--- config.mk ---
export PLATFORM = sky130hd
export DESIGN_NAME = instr_prefetch_buffer
export DESIGN_NICKNAME = d
export VERILOG_FILES = /design/src/rtl/instr_prefetch_buffer.sv
export SDC_FILE = /design/constraint.sdc
export NUM_CORES = 1
export LEC_CHECK = 0
export BUFFER_PORTS_ARGS = -buffer_cell sky130_fd_sc_hd__buf_4
export CAP_MARGIN = 20
export CORE_AREA = 2 2 152 154
export CTS_CLUSTER_SIZE = 25
export DETAILED_ROUTE_END_ITERATION = 12
export DIE_AREA = 0 0 154 156
export GPL_ROUTABILITY_DRIVEN = 1
export GPL_TIMING_DRIVEN = 1
export SYNTH_ARGS = -nofsm -noshare
export SYNTH_HDL_FRONTEND = slang
export SYNTH_SLANG_ARGS = --single-unit
--- constraint.sdc ---
create_clock -name clk -period 5 [get_ports clk]
set_input_delay 0.75 -clock clk [delete_from_list [all_inputs] [get_ports clk]]
set_output_delay 0.75 -clock clk [all_outputs]
set_load 0.05 [all_outputs]
--- src/rtl/instr_prefetch_buffer.sv ---
// Instruction prefetch buffer: owns the fetch PC, issues one outstanding request at a time
// to a variable-latency instruction memory, and queues returned instructions with their
// addresses for the IF/ID stage.
//
// Ports:
//   clk, rst            clock (rising edge), asynchronous active-low reset
//   mem_req, mem_addr   registered one-cycle request pulse and held request address
//   mem_valid, mem_data memory response strobe and instruction word
//   out_valid           head entry available
//   out_instruction     head instruction (0 when empty)
//   out_pc              head address (0 when empty)
//   out_pc_plus1        head address + 1, wrapping (0 when empty)
//   consume             pipeline takes the head entry this cycle
//   redirect_en         restart fetch at redirect_pc, flushing the queue
//   redirect_pc         new fetch address
//   fetch_pc            next address to request
//   count               queue occupancy
module instr_prefetch_buffer #(
  parameter int unsigned ADDRESS_LEN     = 12,
  parameter int unsigned INSTRUCTION_LEN = 19,
  parameter int unsigned DEPTH           = 4
) (
  input  logic                       clk,
  input  logic                       rst,
  output logic                       mem_req,
  output logic [ADDRESS_LEN-1:0]     mem_addr,
  input  logic                       mem_valid,
  input  logic [INSTRUCTION_LEN-1:0] mem_data,
  output logic                       out_valid,
  output logic [INSTRUCTION_LEN-1:0] out_instruction,
  output logic [ADDRESS_LEN-1:0]     out_pc,
  output logic [ADDRESS_LEN-1:0]     out_pc_plus1,
  input  logic                       consume,
  input  logic                       redirect_en,
  input  logic [ADDRESS_LEN-1:0]     redirect_pc,
  output logic [ADDRESS_LEN-1:0]     fetch_pc,
  output logic [$clog2(DEPTH):0]     count
);

  localparam int unsigned PW = $clog2(DEPTH);
  localparam int unsigned CW = PW + 1;

  typedef enum logic [1:0] {StIdle, StWait, StDrop} state_e;

  state_e                     state_q;
  logic                       mem_req_q;
  logic [ADDRESS_LEN-1:0]     mem_addr_q;
  logic [ADDRESS_LEN-1:0]     fetch_pc_q;
  logic [CW-1:0]              count_q;
  logic [PW-1:0]              wr_ptr_q;
  logic [PW-1:0]              rd_ptr_q;

  logic [INSTRUCTION_LEN-1:0] instr_mem [DEPTH];
  logic [ADDRESS_LEN-1:0]     pc_mem    [DEPTH];

  logic push;
  logic pop;
  logic full;

  // A request is only issued while count < DEPTH and only one is ever outstanding, so the
  // slot for the response is implicitly reserved and push never needs a full check.
  assign push = (state_q == StWait) && mem_valid && !redirect_en;
  assign pop  = consume && (count_q != '0) && !redirect_en;
  assign full = (count_q == CW'(DEPTH));

  always_ff @(posedge clk or negedge rst) begin
    if (!rst) begin
      state_q    <= StIdle;
      mem_req_q  <= 1'b0;
      mem_addr_q <= '0;
      fetch_pc_q <= '0;
      count_q    <= '0;
      wr_ptr_q   <= '0;
      rd_ptr_q   <= '0;
    end else begin
      mem_req_q <= 1'b0;

      unique case (state_q)
        StIdle: begin
          // mem_valid here is a protocol violation and is ignored.
          if (!redirect_en && !full) begin
            mem_req_q  <= 1'b1;
            mem_addr_q <= fetch_pc_q;
            state_q    <= StWait;
          end
        end
        StWait: begin
          if (mem_valid) begin
            state_q <= StIdle;
          end else if (redirect_en) begin
            state_q <= StDrop;
          end
        end
        StDrop: begin
          // The stale response retires the outstanding request even if another redirect
          // arrives in the same cycle; otherwise the FSM would wait forever.
          if (mem_valid) begin
            state_q <= StIdle;
          end
        end
        default: state_q <= StIdle;
      endcase

      if (redirect_en) begin
        fetch_pc_q <= redirect_pc;
        count_q    <= '0;
        wr_ptr_q   <= '0;
        rd_ptr_q   <= '0;
      end else begin
        if (push) begin
          fetch_pc_q <= fetch_pc_q + ADDRESS_LEN'(1);
          wr_ptr_q   <= wr_ptr_q + PW'(1);
        end
        if (pop) begin
          rd_ptr_q <= rd_ptr_q + PW'(1);
        end
        case ({push, pop})
          2'b10:   count_q <= count_q + CW'(1);
          2'b01:   count_q <= count_q - CW'(1);
          default: count_q <= count_q;
        endcase
      end
    end
  end

  // Queue storage needs no reset: entries are only visible through count.
  always_ff @(posedge clk) begin
    if (push) begin
      instr_mem[wr_ptr_q] <= mem_data;
      pc_mem[wr_ptr_q]    <= mem_addr_q;
    end
  end

  always_comb begin
    out_valid       = (count_q != '0);
    out_instruction = '0;
    out_pc          = '0;
    out_pc_plus1    = '0;
    if (out_valid) begin
      out_instruction = instr_mem[rd_ptr_q];
      out_pc          = pc_mem[rd_ptr_q];
      out_pc_plus1    = pc_mem[rd_ptr_q] + ADDRESS_LEN'(1);
    end
  end

  assign mem_req  = mem_req_q;
  assign mem_addr = mem_addr_q;
  assign fetch_pc = fetch_pc_q;
  assign count    = count_q;

endmodule

==> impl_results.md, run 1 <==
- Outcome: finished, final reports clean
- Final Max Tran Viols: 0
- First-pass GRT wire length: approximately 23000 µm
- Post-synth EDFFs: ~120
- Die H: approximately 160 µm
- CP Launch Point: rd_ptr_q[1]$_DFFE_PN0P_
- Post-DR vias/cell: 4.71
- 1st-pass router iterations: 4
- Antenna violations before repair: 0
- Hold Crit Class: primary input to asynchronous set/reset pin
- Post-Syn Area: around 6600 µm²
- Final Hold Vio Count: 0
- Share of cells above drive strength 1: a little over a third
- Seq/Total Area, Yosys: between 60 and 70%
- Final setup vio count: 0
- Chip Width: 154 µm
- Core Region: 22400 µm²
- CP Max Fanout: 23
- Post-CTS sizing: 0
- Post-DRT Antenna Nets: 0
- Number of DRC markers in iteration 0: between 200 and 250
- Relative slew slack: 30.4%
- Post-synthesis cell type count: 39
- Synth Flop Type: edfxtp_1
- # rows: 55
- Xor/xnor cell area share of the yosys netlist: under 10%
- Max Cap Viol: 0
- Buffer depth of the longest clock path: 2
- Switching power: 2.23 mW
- Worst-path clk slew: 60 ps
- Fmax: approximately 260 MHz
- Layout Nets: 556
- Top Ports: 108
- Worst vdd ir: 0.273 mV
- Yosys reg bits: 158
- Leak: 3.06 nW
- Post-Route WL: about 15000 µm
- Synth top area cells: edfxtp_1, dfrtp_1, mux4_2
- Yosys top cell area share: 56.1%
- Number of global-route vias before repair: 4058
- Total CTS buffers: 17
- Antenna diodes: 0
- Net Sw Frac: 41.6%
- Clk pwr share: 25.3%
- Reg2reg start: count[0]$_DFFE_PN0P_
- Syn Nets: 444
- Most frequent cells in the layout: edfxtp_1, buf_4, dfrtp_1, and2_1, nand2_1
- Commonest non-fill, non-tap cell in the layout: edfxtp_1
- Clk_skew: 8.91 ps
- Largest net degree at the start of global routing: 37
- Internal power: about 3.1 mW
- Avg WL per Cell: 18.2 µm
- Area grow syn2layout: 26.0%
- Post-synth ARST share: 21.5%
- Clock Latency Late Sink: ~420 ps
- Worst Setup End Kind: primary output
- Initial core utilization: between 20% and 30%
- Slew @ Worst Pin: 1040 ps
- Total global routing overflow: 0
- Flop pwr share: 33.1%
- Root buf cell: clkbuf_16
- Largest family of logic cells by synthesized area: multiplexers
- DRC viols: 0
- CTS Sinks: 158
- Die area: 24000 µm²
- Vias: 3821
- Setup TNS: 0 ps
- Critical Path RT: 4250 ps
- Hold Slack: 279 ps
- Fraction of synthesized area in multiplexers: 13.7%
- CTS tree: done
- Startpoint types: flip-flop
- Fin crit period: 3830 ps
- Gp weighted congestion: 0.729
- Type of the worst setup path: flip-flop to primary output
- Syn_area_per_cell: 16.5 µm²
- Combinational Power Share: 41.6%
- Synthesis Warnings: 0
- Number of hold buffers added after CTS: 0
- CTS H-tree lvls: 4
- # fillers: 2069
- Unrepaired setup endpoints after global routing: no
- Leading area contributor after synthesis: edfxtp_1
- Port bufs: 107
- Synth Area in Compound Gates: 2.39%
- Post-Synth Adder-Cell Area: 1.43%
- Final period util: 76.6%
- GRT Resource Usage Total: 12.6%
- Setup bufs post-CTS: 0
- Synth Area in Simple Gates: 9.45%
- Post-DP HPWL: ~10000 µm
- Gate Count Post-Synth: 401
- Pwr/cell area: ~640 nW/µm²
- Critical Path AT: 3080 ps
[flip-flops by register name (all words and copies together) (netlist names)]
| name | flops |
|---|---|
| instr_mem | 76 |
| pc_mem | 48 |
| fetch_pc | 12 |
| mem_addr | 12 |
| count | 3 |
| rd_ptr_q | 2 |
| state_q | 2 |
| wr_ptr_q | 2 |
| mem_req | 1 |
[final timing paths]
kind                       slack [ps]  cells past startpoint                      end
hold / removal                    280                      1  fetch_pc[7]$_DFFE_PN0P_
max in group asynchronous        4380                      1  rd_ptr_q[0]$_DFFE_PN0P_
setup / recovery                 1170                      6         out_pc_plus1[10]
setup reg to reg                 2640                      6     count[2]$_DFFE_PN0P_
hold reg to reg                   550                      0  pc_mem[1][11]$_DFFE_PP_
min in group clk                  520                      2   state_q[1]$_DFFE_PN0P_
[power groups by stage]
| stage | Combinational [mW] | Clock (mW) | Sequential, mW |
|---|---|---|---|
| global route | 2.36 | 1.44 | 1.80 |
| finish | 2.23 | 1.36 | 1.78 |
| CTS | 2.27 | 1.38 | 1.78 |
| floorplan | 1.40 | 0 | 1.96 |
| detailed placement | 2.26 | 0 | 1.80 |
| global placement | 2.24 | 0 | 1.79 |
[cell families after synthesis]
kind of cell	count (synthesis)
compound gates	28
xor+xnor	17
buf+inv	25
flops	158
simple gates	118
fa+ha+maj	7
mux	48
[critical path: stages, from the launching register on]
cell     delay [ps]
dfrtp_1        1030
mux4_1          520
ha_1            280
and3_1          190
nand3_1         110
mux2_2          340
buf_4           190
[layout make-up]
class                           instances  area [µm²]  share of cell area (%)
Clock buffer                           17         425                    5.09
Clock inverter                         15         201                    2.41
Inverter                                8        30.0                   0.359
Multi-Input combinational cell        218        1940                    23.3
Sequential cell                       158        4580                    54.7
Tap cell                              285         357                    4.27
Timing Repair Buffer                  110         826                    9.88
[metal layers]
layer | share of wire (%) | routed length [µm] | GRT usage, %
met1 | 46 | 6780 | 16.3
met2 | 49 | 7220 | 20.6
met3 | 4.7 | 695 | 3.86
met4 | 0.41 | 60 | 3.47
met5 | 0 | 0 | 0
[Yosys cell counts (all sizes together) (3+ instances only)]
cell type  count
a21oi          6
and2          35
and3           3
buf            7
clkbuf        10
dfrtp         34
edfxtp       124
ha             6
inv            8
mux2          15
mux4          31
nand2         27
nand3          8
nand3b         3
nand4          3
nor2          20
nor3           8
nor4           4
o21ai         17
xnor2         13
xor2           4
[metrics by stage]
step | area [µm²] | instances | power, mW | setup WS [ps] | utilization, %
after CTS | 8360 | 811 | 5.43 | 1130 | 37.4
after floorplan | 6640 | 401 | 3.36 | 1930 | -
after global routing | 8360 | 811 | 5.60 | 958 | 37.4
after detailed placement | 7730 | 779 | 4.07 | 1580 | 34.6
after global placement | 7730 | 779 | 4.03 | 1610 | 34.6
final | 8360 | 811 | 5.36 | 1170 | 37.4
Power figures use the tool's default switching activity.
==> run 2, diff against run 1 <==
--- a/config.mk
+++ b/config.mk
@@ -5,12 +5,13 @@
 export SDC_FILE = /design/constraint.sdc
 export NUM_CORES = 1
 export LEC_CHECK = 0
+export ABC_AREA = 1
 export BUFFER_PORTS_ARGS = -buffer_cell sky130_fd_sc_hd__buf_4
 export CAP_MARGIN = 20
-export CORE_AREA = 2 2 152 154
+export CORE_AREA = 2 2 155 157
 export CTS_CLUSTER_SIZE = 25
 export DETAILED_ROUTE_END_ITERATION = 12
-export DIE_AREA = 0 0 154 156
+export DIE_AREA = 0 0 157 159
 export GPL_ROUTABILITY_DRIVEN = 1
 export GPL_TIMING_DRIVEN = 1
 export SYNTH_ARGS = -nofsm -noshare
==> constraint.sdc (replaced) <==
create_clock -name clk -period 3.9 [get_ports clk]
set_input_delay 0.585 -clock clk [delete_from_list [all_inputs] [get_ports clk]]
set_output_delay 0.585 -clock clk [all_outputs]
set_load 0.05 [all_outputs]
==> impl_results.md, run 2 <==
- Outcome: finished, final reports clean
- CTS tree: done
- Startpoint types: flip-flop
- Cell Count, Final, Fillers Out: 1078 (+33%)
- Post-Route WL: 16300 µm (+11%)
- Type of the worst setup path: flip-flop to primary output
- Gp weighted congestion: 0.746 (+2.4%)
- Final setup vio count: 0 (unchanged)
- Clock Latency Late Sink: 430 ps (about the same)
- CP Max Fanout: 61 (+170%)
- Syn_area_per_cell: 10.8 µm² (-35%)
- Final worst slack: 467 ps (-703 ps)
- Top Ports: 108 (unchanged)
- Post-DR vias/cell: 4.40 (-6.6%)
- Fin crit period: between 3000 and 4000 ps
- Worst vdd ir: 0.320 mV (+17%)
- Unrepaired setup endpoints after global routing: no
- Clk pwr share: 23.6% (-1.7 points)
- Setup bufs post-CTS: 0 (unchanged)
- Critical Path RT: 3310 ps (-940 ps)
- # fillers: 2279 (+10%)
- Post-CTS sizing: 0 (unchanged)
- Buffer depth of the longest clock path: 2 (unchanged)
- Total global routing overflow: 0 (unchanged)
- Post-synthesis cell type count: 38 (-2.6%)
- Commonest non-fill, non-tap cell in the layout: edfxtp_1
- 1st-pass router iterations: 4 (unchanged)
- Fmax: between 200 and 300 MHz
- Post-Syn Area: 6900 µm² (+4.0%)
- Pwr/cell area: 784 nW/µm² (+22%)
- DRC viols: 0 (unchanged)
- Number of hold buffers added after CTS: 0 (unchanged)
- Post-DP HPWL: 10600 µm (+7.9%)
- Antenna violations before repair: 0 (unchanged)
- Internal power: 3.70 mW (+18%)
- Post-synth EDFFs: 124 (unchanged)
- Number of global-route vias before repair: 4646 (+14%)
- Area grow syn2layout: 24.6%
- Post-synth ARST share: 21.5% (unchanged)
- Worst Setup End Kind: primary output
- GRT Resource Usage Total: 13.6% (+0.97 points)
- Flop pwr share: 33.2% (about the same)
- Final Max Tran Viols: 0 (unchanged)
- Root buf cell: clkbuf_16
- Final instance area: 8600 µm² (+2.9%)
- Reg2reg start: state_q[1]$_DFFE_PN0P_
- Net Sw Frac: 45.1% (+3.5 points)
- Leading area contributor after synthesis: edfxtp_1
- Gate Count Post-Synth: 637 (+59%)
- Yosys reg bits: 158 (unchanged)
- Leak: 3.39 nW (+11%)
- Relative slew slack: 57.6% (+27 points)
- Post-DRT Antenna Nets: 0 (unchanged)
- Setup TNS: 0 ps (unchanged)
- Combinational Power Share: 43.2% (+1.6 points)
- Total CTS buffers: 17 (unchanged)
- CTS H-tree lvls: 4 (unchanged)
- Largest regs: instr_mem x76, pc_mem x48
- Placed Cells: 1046 (+34%)
- Final period util: 88.0%
- Most frequent cells in the layout: edfxtp_1, nor2_1, buf_4, nand2_1, o21ai_0
- Largest register FFs: 76 (unchanged)
- Port bufs: 107 (unchanged)
- CP Launch Point: rd_ptr_q[0]$_DFFE_PN0P_
- Core Region: 23200 µm² (+3.7%)
- Synthesis Warnings: 0 (unchanged)
- Dpl cell area: 8030 µm² (+3.8%)
- Number of DRC markers in iteration 0: 332 (+40%)
- Avg WL per Cell: 15.1 µm (-17%)
- Overall power: 6.75 mW (+26%)
- Layout Nets: 789 (+42%)
- Hold Crit Class: primary input to asynchronous set/reset pin
- Top-count cell post-synth: edfxtp_1
- Die area: 25000 µm² (+3.9%)
- Share of cells above drive strength 1: 24.2% (-12 points)
- Chip Width: 157 µm (+1.9%)
- Max Cap Viol: 0 (unchanged)
- Die H: 159 µm (+1.9%)
- Clk_skew: 7.99 ps (-0.921 ps)
- CTS Sinks: 158 (unchanged)
- Initial core utilization: 29.8% (+0.091 points)
- Synth top area cells: edfxtp_1, dfrtp_1, nor2_1
- Most flops, register: instr_mem
- Syn Nets: 680 (+53%)
- Synth Flop Type: edfxtp_1
- Critical Path AT: 2850 ps (-230 ps)
- Final Hold Vio Count: 0 (unchanged)
- Seq/Total Area, Yosys: 66.3% (-2.7 points)
- Antenna diodes: 0 (unchanged)
- Setup WS pre-CTS: 880 ps (-697 ps)
- Worst-path clk slew: 60 ps (about the same)
- Yosys top cell area share: 54.0% (-2.2 points)
- First-pass GRT wire length: 25600 µm (+12%)
- Post-synth top cells: edfxtp_1, nor2_1, nand2_1
- Largest net degree at the start of global routing: 66 (+78%)
- Vias: 4743 (+24%)
- Switching power: 3.04 mW (+36%)
- Slew @ Worst Pin: 636 ps (-408 ps)
- # rows: 56 (+1.8%)
[run 2: changes by cell type in the layout (fill, tap and decap cells not counted), moves of 10 or more]
cell     change
nor2_1      +97
xnor2_1     -13
nand3_1     +15
nand2_2     +10
inv_1       +24
mux2_2      -14
a21oi_1     +27
o21ai_0     +40
nand2_1     +84
and2_1      -30
mux4_2      -26
[run 2: path summary, 6_finish.rpt]
| path | to | slack, ps | depth (start not counted) |
|---|---|---|---|
| setup / recovery | out_pc_plus1[10] | 470 | 13 |
| hold / removal | state_q[1]$_DFFE_PN0P_ | 110 | 1 |
| min in group clk | instr_mem[3][9]$_DFFE_PP_ | 360 | 1 |
| setup reg to reg | instr_mem[3][3]$_DFFE_PP_ | 1440 | 6 |
| hold reg to reg | pc_mem[3][9]$_DFFE_PP_ | 570 | 0 |
| max in group asynchronous | rd_ptr_q[0]$_DFFE_PN0P_ | 3440 | 1 |
[run 2: kinds of logic (layout without fill, tap and decap cells)]
logic type | count (synthesis) | count (layout) | synth area share [%]
compound gates | 110 | 110 | 8.50
xor+xnor | 8 | 8 | 1.02
fa+ha+maj | 7 | 7 | 1.38
buf+inv | 65 | 187 | 4.77
flops | 158 | 158 | 66.3
simple gates | 289 | 289 | 18.1
[run 2: critical path: stages (launching register included)]
cell and delay, ps:
dfrtp_2 400, buf_4 510, nand2_1 100, nand3_1 120
nand2_2 90, inv_1 110, ha_1 180, inv_1 60
nor2_2 150, nand2_2 110, nor2_4 130, nand2_1 60
a21boi_1 160, buf_4 220
[run 2: final cells by class]
class,count,area [µm²],area share [%]
flip-flops and latches,158,4580,53.2
clock inverters,15,150,1.75
repair buffers,116,871,10.1
inverters,39,151,1.76
well taps,319,399,4.64
clock buffers,17,425,4.95
multi-input cells,414,2030,23.6
[run 2: layer usage]
layer  global-route usage [%]  share of wire (%)  up-vias
li1                         -                  -     2385
met1                     18.0                 45     2239
met2                     21.7                 49      104
met3                     3.46                4.8       15
met4                     4.46                1.0        0
met5                        0                  0        -
[run 2: power by group through the flow]
| stage | clock network (mW) | registers, mW | logic, mW |
|---|---|---|---|
| 6_report | 1.59 | 2.24 | 2.92 |
| 5_1_grt | 1.71 | 2.27 | 3.14 |
| 4_1_cts | 1.63 | 2.24 | 2.96 |
| 3_5_place_dp | 0 | 2.28 | 2.95 |
| 3_3_place_gp | 0 | 2.27 | 2.94 |
| 2_1_floorplan | 0 | 2.54 | 1.79 |
[run 2: through the flow]
| step | utilization (%) | hold WS [ps] |
|---|---|---|
| after global routing | 37.1 | 126 |
| after floorplan | - | 289 |
| after global placement | 34.6 | 535 |
| final | 37.1 | 107 |
| after CTS | 37.1 | 110 |
| after detailed placement | 34.6 | 539 |
